$ cat src/rtl/ebus_pkg.sv
// Shared EBUS definitions: function codes, responder FSM states and CONO/CONI bit layout.
// Bit numbers follow PDP-10 order: bit 0 is the MSB of a [0:35] word.
package ebus_pkg;

  typedef enum logic [2:0] {
    CONO  = 3'o0,
    CONI  = 3'o1,
    DATAO = 3'o2,
    DATAI = 3'o3,
    RSVD4 = 3'o4,
    RSVD5 = 3'o5,
    RSVD6 = 3'o6,
    RSVD7 = 3'o7
  } ebus_func_t;

  typedef enum logic [1:0] {
    ST_IDLE    = 2'd0,
    ST_WAIT    = 2'd1,
    ST_XFER    = 2'd2,
    ST_RELEASE = 2'd3
  } resp_state_t;

  localparam int CONO_PIA_MSB      = 33;
  localparam int CONO_PIA_LSB      = 35;
  localparam int CONO_ENA_BIT      = 32;
  localparam int CONO_CLR_DONE_BIT = 23;
  localparam int CONO_SET_BUSY_BIT = 22;
  localparam int CONO_CLR_BUSY_BIT = 21;

  typedef struct packed {
    logic [2:0] pia;
    logic       ena;
    logic       clr_done;
    logic       set_busy;
    logic       clr_busy;
  } cono_cmd_t;

  function automatic logic is_dev_func(input ebus_func_t f);
    return f inside {CONO, CONI, DATAO, DATAI};
  endfunction

  function automatic logic is_read_func(input ebus_func_t f);
    return f inside {CONI, DATAI};
  endfunction

  function automatic logic [0:35] coni_word(input logic [0:17] stat, input logic busy,
                                            input logic done, input logic ena,
                                            input logic [2:0] pia);
    return {stat, 11'b0, busy, done, ena, 1'b0, pia};
  endfunction

  // Channel k request lives in bit k-1; PIA of zero means the device is not on PI.
  function automatic logic [6:0] pi_encode(input logic [2:0] pia, input logic req);
    logic [6:0] r;
    r = '0;
    if (req && (pia != 3'd0)) r[pia - 3'd1] = 1'b1;
    return r;
  endfunction

endpackage

$ cat src/rtl/ebus_io_responder_if.sv
// EBUS signal bundle between the EBOX (master) and a device-side responder (slave).
interface ebus_io_responder_if;
  import ebus_pkg::*;

  logic [6:0]  ebus_cs;
  ebus_func_t  ebus_func;
  logic        ebus_demand;
  logic [0:35] ebus_data_in;
  logic        ebus_xfer;
  logic        ebus_drive;
  logic [0:35] ebus_data_out;
  logic [6:0]  ebus_pi;

  modport master (
    output ebus_cs, ebus_func, ebus_demand, ebus_data_in,
    input  ebus_xfer, ebus_drive, ebus_data_out, ebus_pi
  );

  modport slave (
    input  ebus_cs, ebus_func, ebus_demand, ebus_data_in,
    output ebus_xfer, ebus_drive, ebus_data_out, ebus_pi
  );

endinterface

$ cat src/rtl/ebus_cono_reg.sv
// Device CONO register (PIA, ENA, BUSY, DONE) with set/clear priority and registered PI encode.
module ebus_cono_reg
  import ebus_pkg::*;
(
  input  logic       clk,
  input  logic       reset,
  input  logic       cono_we,
  input  cono_cmd_t  cono_cmd,
  input  logic       clr_done,
  input  logic       dev_done,
  output logic [2:0] pia,
  output logic       ena,
  output logic       busy,
  output logic       done,
  output logic [6:0] pi
);

  logic done_clr;

  assign done_clr = clr_done | (cono_we & cono_cmd.clr_done);

  // A device completion is never lost: dev_done beats any same-cycle DONE clear.
  always_ff @(posedge clk) begin
    if (reset) begin
      pia  <= '0;
      ena  <= 1'b0;
      busy <= 1'b0;
      done <= 1'b0;
      pi   <= '0;
    end else begin
      if (cono_we) begin
        pia <= cono_cmd.pia;
        ena <= cono_cmd.ena;
        if (cono_cmd.clr_busy)      busy <= 1'b0;
        else if (cono_cmd.set_busy) busy <= 1'b1;
      end
      if (dev_done)      done <= 1'b1;
      else if (done_clr) done <= 1'b0;
      pi <= pi_encode(pia, ena & done);
    end
  end

endmodule

$ cat src/rtl/ebus_io_responder.sv
// Generic EBUS device responder: decodes CS/function, answers demand with xfer after a
// programmable delay, drives CONI/DATAI data, commits CONO/DATAO and raises PI requests.
module ebus_io_responder
  import ebus_pkg::*;
#(
  parameter logic [6:0]  DEV_CS   = 7'o00,
  parameter int          XFER_DLY = 2,
  parameter logic [0:17] STAT_RO  = 18'h0
)(
  input  logic               clk,
  input  logic               reset,
  ebus_io_responder_if.slave bus,
  input  logic               dev_done,
  input  logic [0:35]        dev_rdata,
  output logic [0:35]        dev_wdata,
  output logic               dev_wstrobe
);

  localparam logic [3:0] DLY_LOAD = 4'(XFER_DLY - 1);

  resp_state_t state_q, state_d;
  logic [3:0]  cnt_q, cnt_d;
  ebus_func_t  func_q;
  logic [0:35] data_q;
  logic        accept;
  logic        enter_xfer;
  logic        demand_ok;

  logic        xfer_q;
  logic        drive_q;
  logic [0:35] data_out_q;
  logic [0:35] wdata_q;
  logic        wstrobe_q;

  logic        cono_we;
  logic        datao_we;
  logic        datai_entry;
  cono_cmd_t   cono_cmd;
  logic [2:0]  pia;
  logic        ena;
  logic        busy;
  logic        done;
  logic [6:0]  pi;

  assign demand_ok = bus.ebus_demand && (bus.ebus_cs == DEV_CS) && is_dev_func(bus.ebus_func);

  always_ff @(posedge clk) begin
    if (reset) begin
      state_q <= ST_IDLE;
      cnt_q   <= '0;
    end else begin
      state_q <= state_d;
      cnt_q   <= cnt_d;
    end
  end

  // Dropping demand before xfer aborts the transfer without any commit.
  always_comb begin
    state_d    = state_q;
    cnt_d      = cnt_q;
    accept     = 1'b0;
    enter_xfer = 1'b0;
    unique case (state_q)
      ST_IDLE: begin
        if (demand_ok) begin
          state_d = ST_WAIT;
          cnt_d   = DLY_LOAD;
          accept  = 1'b1;
        end
      end
      ST_WAIT: begin
        if (!bus.ebus_demand) begin
          state_d = ST_IDLE;
        end else if (cnt_q == 4'd0) begin
          state_d    = ST_XFER;
          enter_xfer = 1'b1;
        end else begin
          cnt_d = cnt_q - 4'd1;
        end
      end
      ST_XFER: begin
        if (!bus.ebus_demand) state_d = ST_RELEASE;
      end
      ST_RELEASE: begin
        state_d = ST_IDLE;
      end
      default: begin
        state_d = ST_IDLE;
      end
    endcase
  end

  assign cono_we     = enter_xfer && (func_q == CONO);
  assign datao_we    = enter_xfer && (func_q == DATAO);
  assign datai_entry = enter_xfer && (func_q == DATAI);

  assign cono_cmd = '{
    pia:      data_q[CONO_PIA_MSB:CONO_PIA_LSB],
    ena:      data_q[CONO_ENA_BIT],
    clr_done: data_q[CONO_CLR_DONE_BIT],
    set_busy: data_q[CONO_SET_BUSY_BIT],
    clr_busy: data_q[CONO_CLR_BUSY_BIT]
  };

  ebus_cono_reg u_cono_reg (
    .clk      (clk),
    .reset    (reset),
    .cono_we  (cono_we),
    .cono_cmd (cono_cmd),
    .clr_done (datao_we | datai_entry),
    .dev_done (dev_done),
    .pia      (pia),
    .ena      (ena),
    .busy     (busy),
    .done     (done),
    .pi       (pi)
  );

  // Read data is captured once on XFER entry so the bus value cannot move while driven.
  always_ff @(posedge clk) begin
    if (reset) begin
      func_q     <= CONO;
      data_q     <= '0;
      xfer_q     <= 1'b0;
      drive_q    <= 1'b0;
      data_out_q <= '0;
      wdata_q    <= '0;
      wstrobe_q  <= 1'b0;
    end else begin
      if (accept) begin
        func_q <= bus.ebus_func;
        data_q <= bus.ebus_data_in;
      end
      xfer_q  <= (state_d == ST_XFER);
      drive_q <= (state_d == ST_XFER) && is_read_func(func_q);
      if (enter_xfer) begin
        if (func_q == DATAI)     data_out_q <= dev_rdata;
        else if (func_q == CONI) data_out_q <= coni_word(STAT_RO, busy, done, ena, pia);
        else                     data_out_q <= '0;
      end else if (state_d != ST_XFER) begin
        data_out_q <= '0;
      end
      wstrobe_q <= datao_we;
      if (datao_we) wdata_q <= data_q;
    end
  end

  assign bus.ebus_xfer     = xfer_q;
  assign bus.ebus_drive    = drive_q;
  assign bus.ebus_data_out = data_out_q;
  assign bus.ebus_pi       = pi;
  assign dev_wdata         = wdata_q;
  assign dev_wstrobe       = wstrobe_q;

endmodule

$ cat src/flat_wrapper.sv
// flat-port wrapper written by rule: the top's interface ports become plain ports
module ebus_io_responder_flat import ebus_pkg::*;
#(
  parameter logic [6:0]  DEV_CS   = 7'o00,
  parameter int          XFER_DLY = 2,
  parameter logic [0:17] STAT_RO  = 18'h0
)
  (clk, reset, dev_done, dev_rdata, dev_wdata, dev_wstrobe, bus_ebus_cs, bus_ebus_func, bus_ebus_demand, bus_ebus_data_in, bus_ebus_xfer, bus_ebus_drive, bus_ebus_data_out, bus_ebus_pi);
  ebus_io_responder_if bus_i ();
  input  logic clk;
  input  logic reset;
  input  logic dev_done;
  input  logic [0:35] dev_rdata;
  output logic [0:35] dev_wdata;
  output logic dev_wstrobe;
  input wire logic [$bits(bus_i.ebus_cs)-1:0] bus_ebus_cs;
  input wire logic [$bits(bus_i.ebus_func)-1:0] bus_ebus_func;
  input wire logic [$bits(bus_i.ebus_demand)-1:0] bus_ebus_demand;
  input wire logic [$bits(bus_i.ebus_data_in)-1:0] bus_ebus_data_in;
  output wire logic [$bits(bus_i.ebus_xfer)-1:0] bus_ebus_xfer;
  output wire logic [$bits(bus_i.ebus_drive)-1:0] bus_ebus_drive;
  output wire logic [$bits(bus_i.ebus_data_out)-1:0] bus_ebus_data_out;
  output wire logic [$bits(bus_i.ebus_pi)-1:0] bus_ebus_pi;
  assign bus_i.ebus_cs = bus_ebus_cs;
  assign bus_i.ebus_func = bus_ebus_func;
  assign bus_i.ebus_demand = bus_ebus_demand;
  assign bus_i.ebus_data_in = bus_ebus_data_in;
  assign bus_ebus_xfer = bus_i.ebus_xfer;
  assign bus_ebus_drive = bus_i.ebus_drive;
  assign bus_ebus_data_out = bus_i.ebus_data_out;
  assign bus_ebus_pi = bus_i.ebus_pi;
  ebus_io_responder #(.DEV_CS(DEV_CS), .XFER_DLY(XFER_DLY), .STAT_RO(STAT_RO)) u_core (.clk(clk), .reset(reset), .bus(bus_i), .dev_done(dev_done), .dev_rdata(dev_rdata), .dev_wdata(dev_wdata), .dev_wstrobe(dev_wstrobe));
endmodule
$ cat config.mk
export PLATFORM = sky130hd
export DESIGN_NAME = ebus_io_responder_flat
export DESIGN_NICKNAME = d
export VERILOG_FILES = /design/src/rtl/ebus_pkg.sv /design/src/rtl/ebus_io_responder_if.sv /design/src/rtl/ebus_cono_reg.sv /design/src/rtl/ebus_io_responder.sv /design/src/flat_wrapper.sv
export SDC_FILE = /design/constraint.sdc
export NUM_CORES = 1
export LEC_CHECK = 0
export BUFFER_PORTS_ARGS = -buffer_cell sky130_fd_sc_hd__buf_4
export CELL_PAD_IN_SITES_DETAIL_PLACEMENT = 0
export CELL_PAD_IN_SITES_GLOBAL_PLACEMENT = 1
export CORE_MARGIN = 4
export CORE_UTILIZATION = 35
export CTS_BUF_LIST = sky130_fd_sc_hd__clkbuf_4
export CTS_CLUSTER_DIAMETER = 200
export CTS_CLUSTER_SIZE = 8
export DETAILED_ROUTE_END_ITERATION = 16
export GPL_TIMING_DRIVEN = 1
export PLACE_DENSITY_LB_ADDON = 0.3
export SETUP_SLACK_MARGIN = 0.5
export SYNTH_ARGS = -nofsm -noshare
export SYNTH_HDL_FRONTEND = slang
export SYNTH_SLANG_ARGS = --single-unit
$ cat constraint.sdc
create_clock -name clk -period 1.7 [get_ports clk]
set_input_delay 0.34 -clock clk [delete_from_list [all_inputs] [get_ports clk]]
set_output_delay 0.34 -clock clk [all_outputs]
set_load 0.02 [all_outputs]
# Yosys cells after proc, flatten, opt, wreduce, memory -nomap -nowiden
# Index checks and enable logic that the tools add are counted.
# totals
latchBits,0
mem_bits_ro,0
memories,0
input_bits,86
output_inout_bits,82
ram_bits,0
ff_bits,133
# classes
magnitude_cmp,2
shifts,0
n_reduce_logical,23
multipliers,0
n_addsub,2
n_div,0
bitwise,5
muxes,24
n_eq_ne,14
# op_table
cell,n
two-way mux 36 bit,3
equality test 3 x 2 -> 1 bit (second input constant),4
two-way mux 4 bit,3
two-way mux 1 bit,10
nonzero test 2 bit,5
logical AND 1 bit,8
two-way mux 2 bit,4
one-hot mux 2 bit (4 select lines),1
one-hot mux 4 bit (2 select lines),1
zero test 7 bit,1
two-way mux 7 bit,1
equality test 2 bit (second input constant),3
equality test 3 x 1 -> 1 bit (second input constant),2
zero test 3 bit,2
!= test 2 bit (second input constant),3
zero test 4 bit,1
< comparator 3 x 4 -> 1 bit (second input constant),1
AND reduction 4 bit,1
nonzero test 4 bit,1
subtractor 4 x 1 -> 4 bit (second input constant),1
demux 1 bit (select 3 bit),1
greater-or-equal comparator 3 x 1 -> 1 bit (second input constant),1
nonzero test 3 bit,1
subtractor 3 x 1 -> 3 bit (second input constant),1
other kinds (8),10

# Longest topological paths before layout
# depth
ltp_word,9
mapped_depth,7
mapped_depth_nobuf,5

# Cells and area by module
# A second synthesis with hierarchy kept.
# unflattened
hier_cells,478
area_unflattened_um2,5166.2
# by_module_without_submodules
module,area_per_inst_um2,instances,cells_each,seq_area_each_um2
ebus_io_responder,4700.8,1,431,2402.3
ebus_cono_reg,465.4,1,47,260.2

# Worst setup path after synthesis
# No wires, ideal clock.
# synth_path
kind,input -> register
from,in bus_ebus_demand
to,reg u_core.data_q[0] (netlist bit)
t_required_ns,1.584
path_stages,5
arrival_time_ns,1.688
path_slack_ns,-0.104
setup_ns,0.116
path_cell_list,buf_2 or4b_4 or3_4 buf_6 a31o_2
# synth_between
elab_chain_len,4
# synth_lines
item,line,text
"start, declared",flat_wrapper.sv:18,input wire logic [$bits(bus_i.ebus_demand)-1:0] bus_ebus_demand;
logical AND 1 bit (2 in series),ebus_io_responder.sv:45,assign demand_ok = bus.ebus_demand && (bus.ebus_cs == DEV_CS) && is_dev_func(bus.ebus_func);
two-way mux 1 bit,ebus_io_responder.sv:65,if (demand_ok) begin
two-way mux 1 bit,ebus_io_responder.sv:63,unique case (state_q)
"end signal, assigned",ebus_io_responder.sv:132,data_q <= bus.ebus_data_in;
"end, declared",ebus_io_responder.sv:24,logic [0:35] data_q;
# No other way between the ends.
# A chain may end at the register's enable or synchronous reset.

# Final worst setup path
# layout_path
from,reg u_core.state_q[0]
to,reg u_core.data_q[9] (netlist bit)
# layout_between
elab_chain_len,2
# layout_lines
item,line,text
"start, declared",ebus_io_responder.sv:21,"resp_state_t state_q, state_d;"
"start signal, assigned",ebus_io_responder.sv:52,state_q <= state_d;
zero test 2 bit,ebus_io_responder.sv:63,
two-way mux 1 bit,ebus_io_responder.sv:63,
# No other way between the ends.

==> metrics.md <==
| Metric | Value |
|---|---|
| Status | `finished with violations` |
| Violated checks | `negative setup slack` |
| TritonCTS clock tree | `done` |
| Die Width | `approximately 130 um` |
| Met3 Use GR | `between 7 and 8%` |
| Hold Crit Class | `in2reg` |
| Worst Path Required | `2160 ps` |
| M2 GR Usage | `33.5%` |
| Via density | `slightly below 5` |
| Maximum number of pins on one net before global-route repair | `73` |
| Distinct cell type count after synthesis | `47` |
| Synth top area share | `approximately 52%` |
| Most numerous cell in the Yosys netlist | `dfxtp_1` |
| Crit Path Class | `reg2reg` |
| Post-DP Area | `6890 sq um` |
| TritonCTS buffer count | `17` |
| Mapped cell area | `~5100 sq um` |
| Placer congestion estimate | `0.797` |
| PD cells | `607 nW/um^2` |
| First-pass GRT wire length | `between 20 and 30 mm` |
| Filler-free cell count of the finished design | `984` |
| Design area | `9160 sq um` |
| Arrival @ worst endpoint | `2220 ps` |
| Max-cap violations | `0` |
| Initial antenna violation count | `0` |
| Layout Area Growth over Synthesis | `80.6%` |
| #FFs+latches synth | `about 130` |
| DR pass1 iterations | `4` |
| CTS Buffer Depth | `2` |
| GRT Residual Overflow | `0` |
| Hold WS | `between 60 and 70 ps` |
| Setup Viol. Count Final | `50` |
| Final ANT Viol Nets | `0` |
| Num Clock Sinks | `133` |
| Leak pwr | `3.92 nW` |
| FMAX | `0.567 GHz` |
| Cell row count | `43` |
| I/O Buffers | `roughly 170` |
| Pre-CTS setup slack | `-232 ps` |
| Final Worst Setup Slack | `-63.2 ps` |
| Worst vdd ir | `0.579 mV` |
| Met1 usage | `21.8%` |
| Final Hold Vio Count | `0` |
| Asr flop ratio synth | `0%` |
| Final Max Tran Viols | `0` |
| Skew final | `15.9 ps` |
| Final WL | `17.0 mm` |
| Detailed Route Iter0 Violations | `285` |
| Placed wire-length estimate | `~9.7 mm` |
| Register area share after synthesis | `52.5%` |
| Syn_nets | `592` |
| Wirelength per Cell | `approximately 17 um` |
| All-Layer GR Usage | `19.4%` |
| GRT busiest layer | `met2` |
| Avg Cell Area, Syn | `10.1 sq um` |
| Slew HR | `70.0%` |
| Fin crit share | `104%` |
| Final min period | `1760 ps` |
| Crit start category | `register` |
| Power Total | `5.56 mW` |
| Synth Flop Type | `dfxtp_1` |
| Worst-path clk slew | `110 ps` |
| Die H | `128 um` |
| Via count | `4830` |
| Dominant cells by area after synthesis | `dfxtp_1 (52%), mux2i_1 (13%), nand2_1 (7.3%), a22o_1 (5.2%), clkbuf_1 (1.9%)` |
| Synthesized instance count | `about 500` |
| Vias in the first global route | `4985` |
| Top cells by count, synth | `dfxtp_1 (133), nand2_1 (98), mux2i_1 (68), a22o_1 (30), clkbuf_1 (25)` |
| Worst skew pair latency | `530 ps` |
| Nets@finish | `slightly below 900` |
| Root buffer cell | `clkbuf_4` |
| RSZ-0062 raised after global routing | `true` |
| Max H-tree Level | `4` |
| Core area | `between 10000 and 15000 sq um` |
| Worst slew pin tran | `445 ps` |
| Placed cells | `approximately 840` |
| Synth area leader | `dfxtp_1` |
| Top Ports | `168` |
| Number of flops mapped to enable cells by yosys | `0` |
| CP Capture Type | `register` |
| DRC | `0` |
| Die ar. | `16500 sq um` |
| Initial Utilization | `36.1%` |
| Synth warnings | `0` |
| Critical path fanouts, max | `7` |
| Share of layout cells above drive strength 1 | `58.0%` |
-- cell families after synthesis --
family | share of synthesized area, %
multiplexers | 13.4
AND/OR/NAND/NOR | 17.1
XOR/XNOR | 0.345
AO/OA/AOI/OAI | 11.5
adder cells (fa/ha/maj) | 0.987
flip-flops | 52.5
buffers and inverters | 4.17
-- metal layers --
| layer | vias up | wire length, um |
|---|---|---|
| li1 | 2360 | - |
| met1 | 2303 | 6760 |
| met2 | 147 | 8820 |
| met3 | 20 | 1160 |
| met4 | 0 | 236 |
| met5 | - | 0 |
-- critical path, cell delays in order, from the launching register on --
cell and delay [ps]:
dfxtp_2 340, or4b_4 520, buf_6 150, nor3_4 160
buf_6 170, clkbuf_16 170, mux2i_1 190
-- worst paths after layout --
path                                       start  cells after the start                                 to  slack [ps]
setup / recovery    u_core.state_q[0]$_SDFF_PP0_                      6      u_core.data_q[9]$_SDFFE_PP0P_         -60
hold / removal               bus_ebus_data_in[7]                      3     u_core.data_q[28]$_SDFFE_PP0P_          60
setup reg to reg    u_core.state_q[0]$_SDFF_PP0_                      6      u_core.data_q[9]$_SDFFE_PP0P_         -60
hold reg to reg   u_core.data_q[15]$_SDFFE_PP0P_                      2  u_core.dev_wdata[15]$_SDFFE_PP0P_         470
-- power by group --
| group | switching (mW) | internal (mW) | leakage [nW] |
|---|---|---|---|
| Combinational | 0.150 | 0.239 | 2.65 |
| Clock | 1.14 | 0.919 | 0.153 |
| Sequential | 0.00227 | 3.11 | 1.12 |
| Total | 1.29 | 4.27 | 3.92 |
-- through the flow --
| stage | setup TNS (ps) | util, % |
|---|---|---|
| floorplan | -594 | - |
| global placement | -6670 | 49.1 |
| detailed placement | -7010 | 49.1 |
| CTS | -108 | 61.8 |
| global route | -6260 | 65.2 |
| finish | -943 | 65.2 |
-- cells in the final DEF, fill, tap and decap left out, types with 7 or more instances in the layout --
cell / instances
dfxtp_1: 45
dfxtp_2: 86
buf_6: 98
dlygate4sd3_1: 42
clkbuf_4: 21
a22o_1: 30
clkinv_2: 8
buf_4: 147
nand4_1: 8
o31ai_4: 8
mux2i_1: 64
nand2_1: 97
buf_12: 9
buf_16: 7
a31o_4: 10
nand2b_1: 11
-- repair_timing --
| action | 4_1_cts | 5_1_grt |
|---|---|---|
| hold endpoints to repair | 40 | 2 |
| cloned | 7 | 5 |
| hold buffers | 40 | 2 |
| setup endpoints to repair | 215 | 215 |
| buffers inserted | 39 | 16 |
| pin swaps | 17 | 22 |
| resized for setup | 214 | 39 |
-- flip-flops by register name, indices dropped and copies added (netlist names), 2 cells and up --
register	flops
u_core.u_cono_reg.pia	3
u_core.bus.ebus_data_out	36
u_core.data_q	36
u_core.dev_wdata	36
u_core.cnt_q	4
u_core.func_q	3
u_core.u_cono_reg.pi	7
u_core.state_q	2
-- area by class of cell --
class	count	area (sq um)
antenna	1	2.50
tap	180	225
timing repair buffer	308	3120
clock buffer	21	158
multi-input combinational	321	2740
clock inverter	11	110
sequential	133	2780
inverter	9	37.5
fill	1090	4880
Power figures use the tool's default switching activity.
